`src/rtl/match_ctrl.sv`:
```
// Match controller for the pong datapath: serve/freeze sequencing, scoring
// with configurable win score and margin, rally speed ramp and player pause.
// The ball itself lives outside; its edge/hit events arrive here and the
// speed/ball_reset outputs steer it.
module match_ctrl #(
   parameter int SCORE_W      = 4,
   parameter int WIN_SCORE    = 9,
   parameter int WIN_BY       = 1,
   parameter int SPEED_W      = 4,
   parameter int SPEED_MAX    = 15,
   parameter int RAMP_HITS    = 4,
   parameter int FREEZE_W     = 17,
   parameter int POINT_FREEZE = 8000,
   parameter int GAME_FREEZE  = 131071
) (
   input  logic               game_clk,
   input  logic               reset,
   input  logic               start,
   input  logic               pause,
   input  logic               out_left,
   input  logic               out_right,
   input  logic               hit,
   input  logic [SPEED_W-1:0] difficulty,
   output logic [SPEED_W-1:0] speed,
   output logic               ball_reset,
   output logic               serve_dir,
   output logic [SCORE_W-1:0] score_p1,
   output logic [SCORE_W-1:0] score_p2,
   output logic               game_over,
   output logic               winner,
   output logic               paused
);

   // Rally counter must hold RAMP_HITS; keep at least one bit when the ramp is off.
   localparam int RALLY_W = (RAMP_HITS < 2) ? 1 : $clog2(RAMP_HITS + 1);

   localparam logic [SCORE_W-1:0]  WIN_SCORE_L = SCORE_W'(WIN_SCORE);
   localparam logic [SCORE_W-1:0]  WIN_BY_L    = SCORE_W'(WIN_BY);
   localparam logic [SCORE_W-1:0]  SCORE_ONE   = {{(SCORE_W-1){1'b0}}, 1'b1};
   localparam logic [SCORE_W-1:0]  SCORE_SAT   = {SCORE_W{1'b1}};
   localparam logic [SPEED_W-1:0]  SPEED_MAX_L = SPEED_W'(SPEED_MAX);
   localparam logic [SPEED_W-1:0]  SPEED_ZERO  = {SPEED_W{1'b0}};
   localparam logic [FREEZE_W-1:0] CNT_ONE     = {{(FREEZE_W-1){1'b0}}, 1'b1};
   localparam logic [FREEZE_W-1:0] CNT_ZERO    = {FREEZE_W{1'b0}};
   localparam logic [FREEZE_W-1:0] CNT_GAME    = FREEZE_W'(GAME_FREEZE);
   localparam logic [FREEZE_W-1:0] CNT_POINT   = FREEZE_W'(POINT_FREEZE);
   localparam logic [RALLY_W-1:0]  RALLY_ZERO  = {RALLY_W{1'b0}};
   localparam logic [RALLY_W-1:0]  RALLY_ONE   = {{(RALLY_W-1){1'b0}}, 1'b1};
   localparam logic [RALLY_W-1:0]  RALLY_TOP   = RALLY_W'(RAMP_HITS);

   typedef enum logic [1:0] {
      FREEZE = 2'd0,
      SERVE  = 2'd1,
      PLAY   = 2'd2,
      PAUSED = 2'd3
   } state_t;

   state_t               state_q,       state_d;
   logic [FREEZE_W-1:0]  frz_cnt_q,     frz_cnt_d;
   logic [SCORE_W-1:0]   score_p1_q,    score_p1_d;
   logic [SCORE_W-1:0]   score_p2_q,    score_p2_d;
   logic [SPEED_W-1:0]   speed_q,       speed_d;
   logic [SPEED_W-1:0]   saved_speed_q, saved_speed_d;
   logic [RALLY_W-1:0]   rally_q,       rally_d;
   logic                 ball_reset_q,  ball_reset_d;
   logic                 serve_dir_q,   serve_dir_d;
   logic                 game_over_q,   game_over_d;
   logic                 winner_q,      winner_d;
   logic                 paused_q,      paused_d;

   logic [SCORE_W-1:0]   p1_inc_s;
   logic [SCORE_W-1:0]   p2_inc_s;
   logic [SPEED_W-1:0]   serve_speed_s;
   logic [SPEED_W:0]     speed_wide_s;
   logic [SPEED_W-1:0]   ramp_speed_s;
   logic [RALLY_W-1:0]   rally_inc_s;

   // A scorer wins on reaching the win score with the required lead, or on
   // hitting the counter ceiling so the score can never wrap.
   function automatic logic wins(input logic [SCORE_W-1:0] mine,
                                 input logic [SCORE_W-1:0] opp);
      logic lead_ok;
      lead_ok = (mine > opp) && ((mine - opp) >= WIN_BY_L);
      return ((mine >= WIN_SCORE_L) && lead_ok) || (mine == SCORE_SAT);
   endfunction

   // Arithmetic shared by the state machine: incremented scores, clamped speeds.
   always_comb begin
      p1_inc_s      = score_p1_q + SCORE_ONE;
      p2_inc_s      = score_p2_q + SCORE_ONE;
      serve_speed_s = (difficulty > SPEED_MAX_L) ? SPEED_MAX_L : difficulty;
      speed_wide_s  = {1'b0, speed_q} + {{SPEED_W{1'b0}}, 1'b1};
      ramp_speed_s  = (speed_wide_s > {1'b0, SPEED_MAX_L}) ? SPEED_MAX_L
                                                            : speed_wide_s[SPEED_W-1:0];
      rally_inc_s   = rally_q + RALLY_ONE;
   end

   // Next-state and next-output logic for the match state machine.
   always_comb begin
      state_d       = state_q;
      frz_cnt_d     = frz_cnt_q;
      score_p1_d    = score_p1_q;
      score_p2_d    = score_p2_q;
      speed_d       = speed_q;
      saved_speed_d = saved_speed_q;
      rally_d       = rally_q;
      serve_dir_d   = serve_dir_q;
      game_over_d   = game_over_q;
      winner_d      = winner_q;
      paused_d      = paused_q;

      case (state_q)
         FREEZE: begin
            speed_d = SPEED_ZERO;
            if (frz_cnt_q == CNT_ONE) begin
               state_d   = SERVE;
               frz_cnt_d = CNT_ZERO;
               if (game_over_q) begin
                  score_p1_d  = {SCORE_W{1'b0}};
                  score_p2_d  = {SCORE_W{1'b0}};
                  game_over_d = 1'b0;
               end else begin
                  game_over_d = game_over_q;
               end
            end else if (start) begin
               frz_cnt_d = CNT_ONE;
            end else begin
               frz_cnt_d = frz_cnt_q - CNT_ONE;
            end
         end
         SERVE: begin
            rally_d = RALLY_ZERO;
            speed_d = serve_speed_s;
            state_d = PLAY;
         end
         PLAY: begin
            if (out_left) begin
               score_p1_d  = p1_inc_s;
               serve_dir_d = 1'b0;
               speed_d     = SPEED_ZERO;
               state_d     = FREEZE;
               if (wins(p1_inc_s, score_p2_q)) begin
                  game_over_d = 1'b1;
                  winner_d    = 1'b0;
                  frz_cnt_d   = CNT_GAME;
               end else begin
                  frz_cnt_d   = CNT_POINT;
               end
            end else if (out_right) begin
               score_p2_d  = p2_inc_s;
               serve_dir_d = 1'b1;
               speed_d     = SPEED_ZERO;
               state_d     = FREEZE;
               if (wins(p2_inc_s, score_p1_q)) begin
                  game_over_d = 1'b1;
                  winner_d    = 1'b1;
                  frz_cnt_d   = CNT_GAME;
               end else begin
                  frz_cnt_d   = CNT_POINT;
               end
            end else if (pause) begin
               saved_speed_d = speed_q;
               speed_d       = SPEED_ZERO;
               paused_d      = 1'b1;
               state_d       = PAUSED;
            end else if (hit && (RAMP_HITS != 0)) begin
               if (rally_inc_s == RALLY_TOP) begin
                  rally_d = RALLY_ZERO;
                  speed_d = ramp_speed_s;
               end else begin
                  rally_d = rally_inc_s;
               end
            end else begin
               state_d = PLAY;
            end
         end
         PAUSED: begin
            if (pause) begin
               speed_d  = saved_speed_q;
               paused_d = 1'b0;
               state_d  = PLAY;
            end else begin
               speed_d  = SPEED_ZERO;
            end
         end
         default: begin
            state_d   = FREEZE;
            frz_cnt_d = CNT_GAME;
            speed_d   = SPEED_ZERO;
         end
      endcase

      // ball_reset is registered so it is high exactly while the state is SERVE.
      ball_reset_d = (state_d == SERVE);
   end

   // State and output registers with synchronous reset to the game-start freeze.
   always_ff @(posedge game_clk) begin
      if (reset) begin
         state_q       <= FREEZE;
         frz_cnt_q     <= CNT_GAME;
         score_p1_q    <= {SCORE_W{1'b0}};
         score_p2_q    <= {SCORE_W{1'b0}};
         speed_q       <= SPEED_ZERO;
         saved_speed_q <= SPEED_ZERO;
         rally_q       <= RALLY_ZERO;
         ball_reset_q  <= 1'b1;
         serve_dir_q   <= 1'b0;
         game_over_q   <= 1'b0;
         winner_q      <= 1'b0;
         paused_q      <= 1'b0;
      end else begin
         state_q       <= state_d;
         frz_cnt_q     <= frz_cnt_d;
         score_p1_q    <= score_p1_d;
         score_p2_q    <= score_p2_d;
         speed_q       <= speed_d;
         saved_speed_q <= saved_speed_d;
         rally_q       <= rally_d;
         ball_reset_q  <= ball_reset_d;
         serve_dir_q   <= serve_dir_d;
         game_over_q   <= game_over_d;
         winner_q      <= winner_d;
         paused_q      <= paused_d;
      end
   end

   assign speed      = speed_q;
   assign ball_reset = ball_reset_q;
   assign serve_dir  = serve_dir_q;
   assign score_p1   = score_p1_q;
   assign score_p2   = score_p2_q;
   assign game_over  = game_over_q;
   assign winner     = winner_q;
   assign paused     = paused_q;

endmodule
```
`config.mk`:
```
export PLATFORM = sky130hd
export DESIGN_NAME = match_ctrl
export DESIGN_NICKNAME = d
export VERILOG_FILES = /design/src/rtl/match_ctrl.sv
export SDC_FILE = /design/constraint.sdc
export NUM_CORES = 1
export LEC_CHECK = 0
export ABC_AREA = 1
export BUFFER_PORTS_ARGS = -buffer_cell sky130_fd_sc_hd__buf_2
export CORE_MARGIN = 5
export CORE_UTILIZATION = 39
export CTS_CLUSTER_DIAMETER = 30
export CTS_CLUSTER_SIZE = 12
export DETAILED_ROUTE_END_ITERATION = 6
export PLACE_DENSITY = 0.62
export SLEW_MARGIN = 30
export SYNTH_ARGS = -nofsm -noshare
export SYNTH_HDL_FRONTEND = slang
export SYNTH_SLANG_ARGS = --single-unit
```
`constraint.sdc`:
```
create_clock -name game_clk -period 3 [get_ports game_clk]
set_input_delay 0.3 -clock game_clk [delete_from_list [all_inputs] [get_ports game_clk]]
set_output_delay 0.3 -clock game_clk [all_outputs]
set_load 0.01 [all_outputs]
```
==> impl_metrics.env, run 1 <==
export IMPL_grt_pass1_vias=2572
export IMPL_ys_seq_area_share_pct=29.7
export IMPL_antenna_found_initial=0
export IMPL_critical_path_slowest_cell="dfxtp_1"
export IMPL_die_w_um=96.3
export IMPL_fmax_mhz=401
export IMPL_cp_end_kind="register"
export IMPL_critPathTopFamily="simple AND/OR/NAND/NOR gates"
export IMPL_synthAdderAreaFrac_pct=9.57
export IMPL_cts_clk_slew_worst_paths_ns=0.08
export IMPL_postCtsHoldBufs=0
export IMPL_htree_num_levels=2
export IMPL_gp_congestion=0.899
export IMPL_vdd_drop_max_mv=0.173
export IMPL_max_slew_margin_pct=56.4
export IMPL_ios=28
export IMPL_synthSimpleGateAreaFrac_pct=31.7
export IMPL_grt_pass1_wl_mm=11.5
export IMPL_crit_fanout=13
export IMPL_max_clock_path_buffers=2
export IMPL_cp_slowest_stage_delay_ns=0.39
export IMPL_netlist_instances=433
export IMPL_hold_start="out_right"
export IMPL_reg2reg_from="score_p1[0]"
export IMPL_grt_start_max_net_pins=15
export IMPL_critPathKind="register to register"
export IMPL_crit_path_frequent_cell="nand2_1"
export IMPL_synth_xor_area_share_pct=2.07
export IMPL_area_growth_pct=11.8
export IMPL_drive_above_1_share_pct=15.4
export IMPL_syn_area_um2=2900
export IMPL_drc=0
export IMPL_cts_root_buf="clkbuf_8"
export IMPL_synth_distinct_cells=35
export IMPL_slew_violations=0
export IMPL_num_antenna_cells=0
export IMPL_required_ns=3.19
export IMPL_dpl_cell_count=554
export IMPL_powerDensity_nw_per_um2=359
export IMPL_cp_num_buf_inv=1
export IMPL_fin_crit_ns=2.50
export IMPL_fin_crit_sh_pct=83.2
export IMPL_cts_made_buffers=5
export IMPL_cts_resized=0
export IMPL_synth_compound_area_share_pct=16.0
export IMPL_multi_input_area_um2=1720
export IMPL_seq_area_um2=861
export IMPL_grt_overflow=0
export IMPL_num_vias=2745
export IMPL_crit_chain="ha_1 > or2_2 > nand2_1 > inv_1 > ha_1 > a21oi_1 > nand3_1 > nand3_1 > nand2_1 > nand2_1 > nand3_4 > o21ai_0 > nor2_1"
export IMPL_finalSetupViolCount=0
export IMPL_muxShareOfSynthArea_pct=0
export IMPL_rows=31
export IMPL_fin_skew_ns=0.00738
export IMPL_die_y_um=96.3
export IMPL_max_cap_violations=0
export IMPL_hold_viol=0
export IMPL_synth_seq_cells=43
export IMPL_grt_total_usage_pct=15.5
export IMPL_routed_wl_mm=6.60
export IMPL_vias_per_cell=4.89
export IMPL_synth_top_family_by_area="simple AND/OR/NAND/NOR gates"
export IMPL_worstHoldPathType="input pin to register"
export IMPL_nets=494
export IMPL_numPortBuffers=27
export IMPL_wire_per_inst_um=11.8
export IMPL_tightest_slew_ns=0.654
export IMPL_synth_net_count=465
export IMPL_final_common_cell="nand2_1"
export IMPL_status="completed"
export IMPL_start_util_pct=40.0
export IMPL_core_um2=7250
export IMPL_drt_iter0_markers=128
export IMPL_clock_latency_ns=0.29
export IMPL_instances_no_fill=561
export IMPL_cts_tree="done"
export IMPL_die_area_um2=9270
export IMPL_hpwl_mm=5.13
export IMPL_final_cell_mix="nand2_1, inv_1, nor2_1"
export IMPL_ant_nets=0
export IMPL_avgSynthCellArea_um2=6.70
export IMPL_rsz0062_at_grt="false"
export IMPL_critPathArrivalTime_ns=2.68
export IMPL_cts_setup_buffers=0
export IMPL_critPathLaunch="score_p1[0]"
export IMPL_yosys_warnings=0
export IMPL_fin_setup_tns_ns=0
export IMPL_power_leakage_nw=1.53
export IMPL_drt_pre_antenna_iters=5
export IMPL_critPathLaunchType="register"
export IMPL_fillers=762
export IMPL_cts_sinks=43
==> worst min-delay path, delay by kind of cell <==
family                 cells  cell delay [ns]
and+or+nand+nor            1             0.08
AOI/OAI and AO/OA          1             0.07
buffers and inverters      1             0.12
==> layout make-up <==
cell class / instances / area share, %
well taps: 99 / 3.82
inverters: 76 / 8.80
multi-input cells: 308 / 53.2
clock inverters: 2 / 1.16
clock buffers: 5 / 2.12
repair buffers: 28 / 4.40
flip-flops and latches: 43 / 26.5
==> synthesized netlist by cell type <==
library cell | n | share of area, %
nand2_1 | 83 | 11
clkbuf_1 | 1 | 0.13
buf_6 | 1 | 0.39
o211ai_1 | 3 | 0.78
o21ai_0 | 28 | 4.8
buf_1 | 1 | 0.13
a221oi_1 | 1 | 0.30
a21oi_1 | 28 | 4.8
inv_2 | 8 | 1.0
a31oi_1 | 5 | 1.1
buf_2 | 3 | 0.52
clkinv_1 | 2 | 0.26
nor2_4 | 1 | 0.39
xnor2_1 | 1 | 0.30
nor2_2 | 4 | 0.86
fa_1 | 2 | 1.4
a211oi_1 | 2 | 0.52
nor3_1 | 7 | 1.2
o21ai_2 | 7 | 2.1
nand2_2 | 3 | 0.65
nand3_1 | 26 | 4.5
nor2_1 | 57 | 7.4
ha_1 | 19 | 8.2
nand3b_1 | 2 | 0.52
xor2_2 | 1 | 0.56
o22ai_1 | 1 | 0.22
dfxtp_1 | 43 | 30
nand4_1 | 7 | 1.5
inv_1 | 66 | 8.5
or2_2 | 1 | 0.22
nand3_2 | 9 | 3.1
o211a_1 | 1 | 0.34
a22oi_1 | 4 | 1.0
xor2_1 | 4 | 1.2
nand3_4 | 1 | 0.60
==> routing by layer <==
layer  routed length, µm  track usage (%)  part of all wire (%)  up-vias
li1                    -                -                     -     1467
met1                3260             20.7                    49     1228
met2                3030             26.1                    46       46
met3                 247             2.50                   3.7        4
met4                  51             3.79                  0.77        0
met5                   0                0                     0        -
==> stage by stage <==
stage          cell area, µm²  worst slack [ns]  utilization [%]  power, W  hold WS, ns
4_1_cts                  3240             0.484             44.7   0.00118        0.315
6_report                 3240             0.503             44.7   0.00116        0.324
3_5_place_dp             3140             0.515             43.2  0.000739        0.469
3_3_place_gp             3130             0.528             43.2  0.000736        0.465
2_1_floorplan            2900             0.727                -  0.000708        0.378
5_1_grt                  3240             0.263             44.7   0.00123        0.358
==> kinds of logic after synthesis <==
family	after synthesis
and+or+nand+nor	201
xor gates and xnor gates	6
buffers and inverters	82
DFF	43
AOI/OAI and AO/OA	80
adders and majority gates	21
==> final timing paths <==
check | to | slack, ns | cells past startpoint
worst max register to register | winner | 0.50 | 13
worst max-delay path | winner | 0.50 | 13
worst min-delay path | serve_dir | 0.32 | 3
worst min register to register | serve_dir | 0.48 | 2
==> flip-flops by register name, indices dropped and copies added (netlist names) <==
name and count:
score_p1 4, saved_speed_q 4, frz_cnt_q 17, paused 1
rally_q 3, ball_reset 1, winner 1, speed 4
score_p2 4, serve_dir 1, game_over 1, state_q 2
==> report_power, final <==
part	internal, W	total (W)	switching [W]
Sequential	0.000593	0.000617	0.0000239
Combinational	0.0000410	0.000107	0.0000662
Clock	0.000243	0.000440	0.000197
Total	0.000878	0.00116	0.000287
Note: power is estimated with default switching activity, not from simulation.
==> run 2, diff against run 1 <==
PLACE_DENSITY = 0.65   (was 0.62)
clock period = 2.2 ns   (was 3 ns; I/O delays follow)
==> impl_metrics.env, run 2 (synthesis results as in run 1) <==
export IMPL_required_ns=2.44
export IMPL_wire_per_inst_um=12.1
export IMPL_cp_num_buf_inv=3
export IMPL_num_antenna_cells=0
export IMPL_postCtsHoldBufs=0
export IMPL_grt_pass1_vias=2604
export IMPL_drc=0
export IMPL_max_clock_path_buffers=2
export IMPL_cp_slowest_stage_delay_ns=0.38
export IMPL_critical_path_slowest_cell="dfxtp_4"
export IMPL_start_util_pct=40.0
export IMPL_cts_tree="done"
export IMPL_slew_violations=0
export IMPL_cp_end_kind="register"
export IMPL_power_leakage_nw=1.68
export IMPL_die_y_um=96.3
export IMPL_cts_sinks=43
export IMPL_p_total_w=0.00163
export IMPL_drt_iter0_markers=116
export IMPL_cts_clk_slew_worst_paths_ns=0.09
export IMPL_gp_congestion=0.833
export IMPL_cts_made_buffers=5
export IMPL_routed_wl_mm=7.16
export IMPL_core_um2=7250
export IMPL_rows=31
export IMPL_tightest_slew_ns=0.650
export IMPL_die_w_um=96.3
export IMPL_final_common_cell="nand2_1"
export IMPL_largest_reg_flops=17
export IMPL_crit_fanout=6
export IMPL_fin_crit_ns=2.16
export IMPL_critPathKind="register to register"
export IMPL_fin_skew_ns=0.0143
export IMPL_drt_pre_antenna_iters=4
export IMPL_final_cell_mix="nand2_1, inv_1, nor2_1"
export IMPL_worstHoldPathType="input pin to register"
export IMPL_grt_pass1_wl_mm=12.0
export IMPL_max_cap_violations=0
export IMPL_vias_per_cell=4.91
export IMPL_ant_nets=0
export IMPL_status="completed"
export IMPL_layout_setup_ws_ns=0.0436
export IMPL_max_slew_margin_pct=56.6
export IMPL_hold_viol=0
export IMPL_fmax_mhz=464
export IMPL_powerDensity_nw_per_um2=443
export IMPL_fin_crit_sh_pct=98.0
export IMPL_die_area_um2=9270
export IMPL_clock_latency_ns=0.31
export IMPL_vdd_drop_max_mv=0.271
export IMPL_critPathTopFamily="simple AND/OR/NAND/NOR gates"
export IMPL_num_vias=2899
export IMPL_largest_register="frz_cnt_q"
export IMPL_hpwl_mm=5.40
export IMPL_area_growth_pct=26.9
export IMPL_dp_slack_ns=-0.0945
export IMPL_cts_root_buf="clkbuf_8"
export IMPL_htree_num_levels=2
export IMPL_finalSetupViolCount=0
export IMPL_rsz0062_at_grt="true"
export IMPL_grt_total_usage_pct=16.4
export IMPL_critPathArrivalTime_ns=2.40
export IMPL_critPathLaunchType="register"
export IMPL_drive_above_1_share_pct=28.5
export IMPL_grt_start_max_net_pins=16
export IMPL_numPortBuffers=27
export IMPL_ios=28
export IMPL_grt_overflow=0
export IMPL_nets=522
export IMPL_crit_chain="ha_4 > or2_4 > nand2_2 > inv_2 > ha_4 > nand3_1 > nand2_1 > nand2_1 > nor2_1 > nand2_2 > buf_4 > buf_4 > nand3_1 > nand4_1 > a21oi_1"
export IMPL_antenna_found_initial=0
-- run 2: final cells by class --
| cell class | count | area, µm² |
|---|---|---|
| inverters | 76 | 288 |
| fillers | 729 | 3570 |
| repair buffers | 55 | 345 |
| well taps | 99 | 124 |
| multi-input cells | 309 | 1930 |
| clock inverters | 3 | 46.3 |
| flip-flops and latches | 43 | 877 |
| clock buffers | 5 | 68.8 |
-- run 2: worst paths after layout --
path	startpoint	end	slack [ns]	depth (start not counted)
max	score_p1[0]	game_over	0.04	15
min	out_right	serve_dir	0.22	3
max reg2reg	score_p1[0]	game_over	0.04	15
min reg2reg	serve_dir	serve_dir	0.49	2
-- run 2: repair_timing --
action / 4_1_cts / 5_1_grt
endpoints found under the setup margin: 11 / 13
gates resized for setup: 19 / 31
buffers inserted: 2 / 3
pin swaps: 7 / 19
cloned: 1 / 0
-- run 2: stage by stage --
step                      util (%)  TNS [ns]  cells  area [µm²]  hold WS [ns]
after global routing          50.8    -0.955    590        3680         0.237
after detailed placement      45.8    -0.688    576        3320         0.475
after floorplan                  -         0    433        2920         0.298
final                         50.8         0    590        3680         0.222
after global placement        45.8   -0.0464    576        3320         0.469
after CTS                     48.9         0    587        3540         0.223
-- run 2: power by group --
group | switching, W | internal (W) | total, W
clock | 0.000299 | 0.000342 | 0.000641
sequential | 0.0000336 | 0.000804 | 0.000838
combinational | 0.0000949 | 0.0000583 | 0.000153
-- run 2: tightest hold or removal path: stages --
cell,delay [ns]
buf_2,0.12
nand2_1,0.08
a211oi_1,0.07
-- run 2: routing by layer --
layer | share of wire (%) | track usage, %
met4 | 1.3 | 5.09
met3 | 3.6 | 3.52
met1 | 47 | 21.4
met5 | 0 | 0
met2 | 48 | 26.9
==> run 3, diff against run 2 <==
GPL_ROUTABILITY_DRIVEN = 0   (was default)
SKIP_CTS_REPAIR_TIMING = 1   (was default)
clock period = 1.9 ns   (was 2.2 ns; I/O delays follow)
==> impl_metrics.env, run 3 (synthesis results as in run 1) <==
export IMPL_status="finished with violations"
export IMPL_violations="setup timing"
export IMPL_ff2ff_setup_slack_ns=-0.22
export IMPL_hpwl_mm=5.45
export IMPL_worstHoldPathType="input pin to register"
export IMPL_required_ns=2.10
export IMPL_nets=526
export IMPL_wl_met2_mm=3.37
export IMPL_cp_slowest_stage_delay_ns=0.38
export IMPL_fin_util_pct=50.3
export IMPL_routed_wl_mm=7.24
export IMPL_finalSetupViolCount=13
export IMPL_drt_iter0_markers=137
export IMPL_max_slew_margin_pct=65.6
export IMPL_ios=28
export IMPL_numPortBuffers=27
export IMPL_dr_wl_met3_um=258
export IMPL_cts_root_buf="clkbuf_8"
export IMPL_final_common_cell="nand2_1"
export IMPL_max_clock_path_buffers=2
export IMPL_drt_pre_antenna_iters=4
export IMPL_cts_clk_slew_worst_paths_ns=0.09
export IMPL_critPathArrivalTime_ns=2.33
export IMPL_rsz0062_at_grt="true"
export IMPL_drc=0
export IMPL_rows=31
export IMPL_fmax_mhz=471
export IMPL_powerDensity_nw_per_um2=484
export IMPL_max_cap_violations=0
export IMPL_tightest_slew_ns=0.514
export IMPL_clock_latency_ns=0.30
export IMPL_core_um2=7250
export IMPL_antenna_found_initial=0
export IMPL_hold_end="serve_dir"
export IMPL_highest_layer="met4"
export IMPL_cp_num_buf_inv=3
export IMPL_slew_violations=0
export IMPL_final_cell_mix="nand2_1, inv_1, nor2_1"
export IMPL_largest_register="frz_cnt_q"
export IMPL_die_y_um=96.3
export IMPL_hold_start="out_right"
export IMPL_cts_sinks=43
export IMPL_die_area_um2=9270
export IMPL_critPathLaunchType="register"
export IMPL_cp_end_kind="register"
export IMPL_critPathKind="register to register"
export IMPL_fin_crit_sh_pct=112
export IMPL_crit_fanout=7
export IMPL_largest_reg_flops=17
export IMPL_ant_nets=0
export IMPL_vias_per_cell=4.85
export IMPL_wire_per_inst_um=12.2
export IMPL_fin_skew_ns=0.00884
export IMPL_wl_met1_mm=3.49
export IMPL_num_antenna_cells=0
export IMPL_num_vias=2883
export IMPL_layout_setup_ws_ns=-0.221
export IMPL_p_total_w=0.00176
export IMPL_r2r_cells=16
export IMPL_grt_total_usage_pct=16.3
export IMPL_crit_chain="ha_4 > or2_4 > nand2_2 > inv_2 > ha_4 > nand2_1 > inv_1 > nor2_1 > nor2_1 > nand3_1 > nand2_2 > nand2_4 > nand3_4 > nand3_2 > o21ai_2 > inv_2"
export IMPL_hold_depth=3
export IMPL_grt_pass1_wl_mm=12.0
export IMPL_htree_num_levels=2
export IMPL_grt_pass1_vias=2657
export IMPL_start_util_pct=40.0
export IMPL_cts_tree="done"
export IMPL_critical_path_slowest_cell="dfxtp_4"
export IMPL_critPathTopFamily="simple AND/OR/NAND/NOR gates"
export IMPL_grt_overflow=0
export IMPL_vdd_drop_max_mv=0.439
export IMPL_worstReg2RegEnd="frz_cnt_q[3]"
export IMPL_cts_made_buffers=5
export IMPL_hold_viol=0
export IMPL_fin_crit_ns=2.12
export IMPL_die_w_um=96.3
export IMPL_area_growth_pct=25.8
export IMPL_grt_start_max_net_pins=15
export IMPL_drive_above_1_share_pct=27.5
export IMPL_power_leakage_nw=1.69
export IMPL_reg2reg_from="score_p1[1]"
run 3: area by class of cell:
cell class	instances	area, µm²
clock inverters	2	11.3
multi-input cells	309	1900
flip-flops and latches	43	877
fillers	726	3600
clock buffers	6	72.6
inverters	76	290
well taps	99	124
repair buffers	59	375
run 3: per-layer routing:
| layer | global-route usage [%] | up-vias |
|---|---|---|
| li1 | - | 1525 |
| met1 | 22.0 | 1307 |
| met2 | 26.6 | 41 |
| met3 | 2.89 | 10 |
| met4 | 4.50 | 0 |
| met5 | 0 | - |
run 3: power by group:
| part | internal [W] | total, W | switching (W) |
|---|---|---|---|
| Combinational | 0.0000719 | 0.000184 | 0.000112 |
| Sequential | 0.000931 | 0.000970 | 0.0000391 |
| Clock | 0.000259 | 0.000610 | 0.000351 |
run 3: how the worst max path moves through the flow:
stage | startpoint | to | slack, ns | cells past startpoint
6_report | score_p1[1] | frz_cnt_q[3] | -0.22 | 16
5_1_grt | score_p1[1] | winner | -0.37 | 15
4_1_cts | score_p1[1] | winner | -0.30 | 14
3_5_place_dp | score_p1[1] | winner | -0.28 | 14
3_3_place_gp | score_p2[0] | winner | -0.21 | 12
2_1_floorplan | score_p1[1] | frz_cnt_q[0] | -0.13 | 17
run 3: through the flow:
stage	cells	TNS, ns	hold WS, ns	instance area (µm²)	setup WS, ns
6_report	594	-2.40	0.203	3650	-0.221
5_1_grt	594	-3.92	0.226	3650	-0.374
4_1_cts	591	-2.91	0.201	3530	-0.304
3_5_place_dp	583	-2.67	0.470	3450	-0.281
3_3_place_gp	583	-1.96	0.470	3450	-0.215
2_1_floorplan	433	-1.24	0.268	3000	-0.133
run 3: worst register-to-register path, stage by stage, from the launching register on:
cell     delay (ns)
dfxtp_4        0.38
ha_4           0.16
or2_4          0.23
nand2_2        0.07
inv_2          0.05
ha_4           0.29
nand2_1        0.05
inv_1          0.05
nor2_1         0.03
nor2_1         0.10
nand3_1        0.10
nand2_2        0.10
nand2_4        0.07
nand3_4        0.15
nand3_2        0.09
o21ai_2        0.07
inv_2          0.03
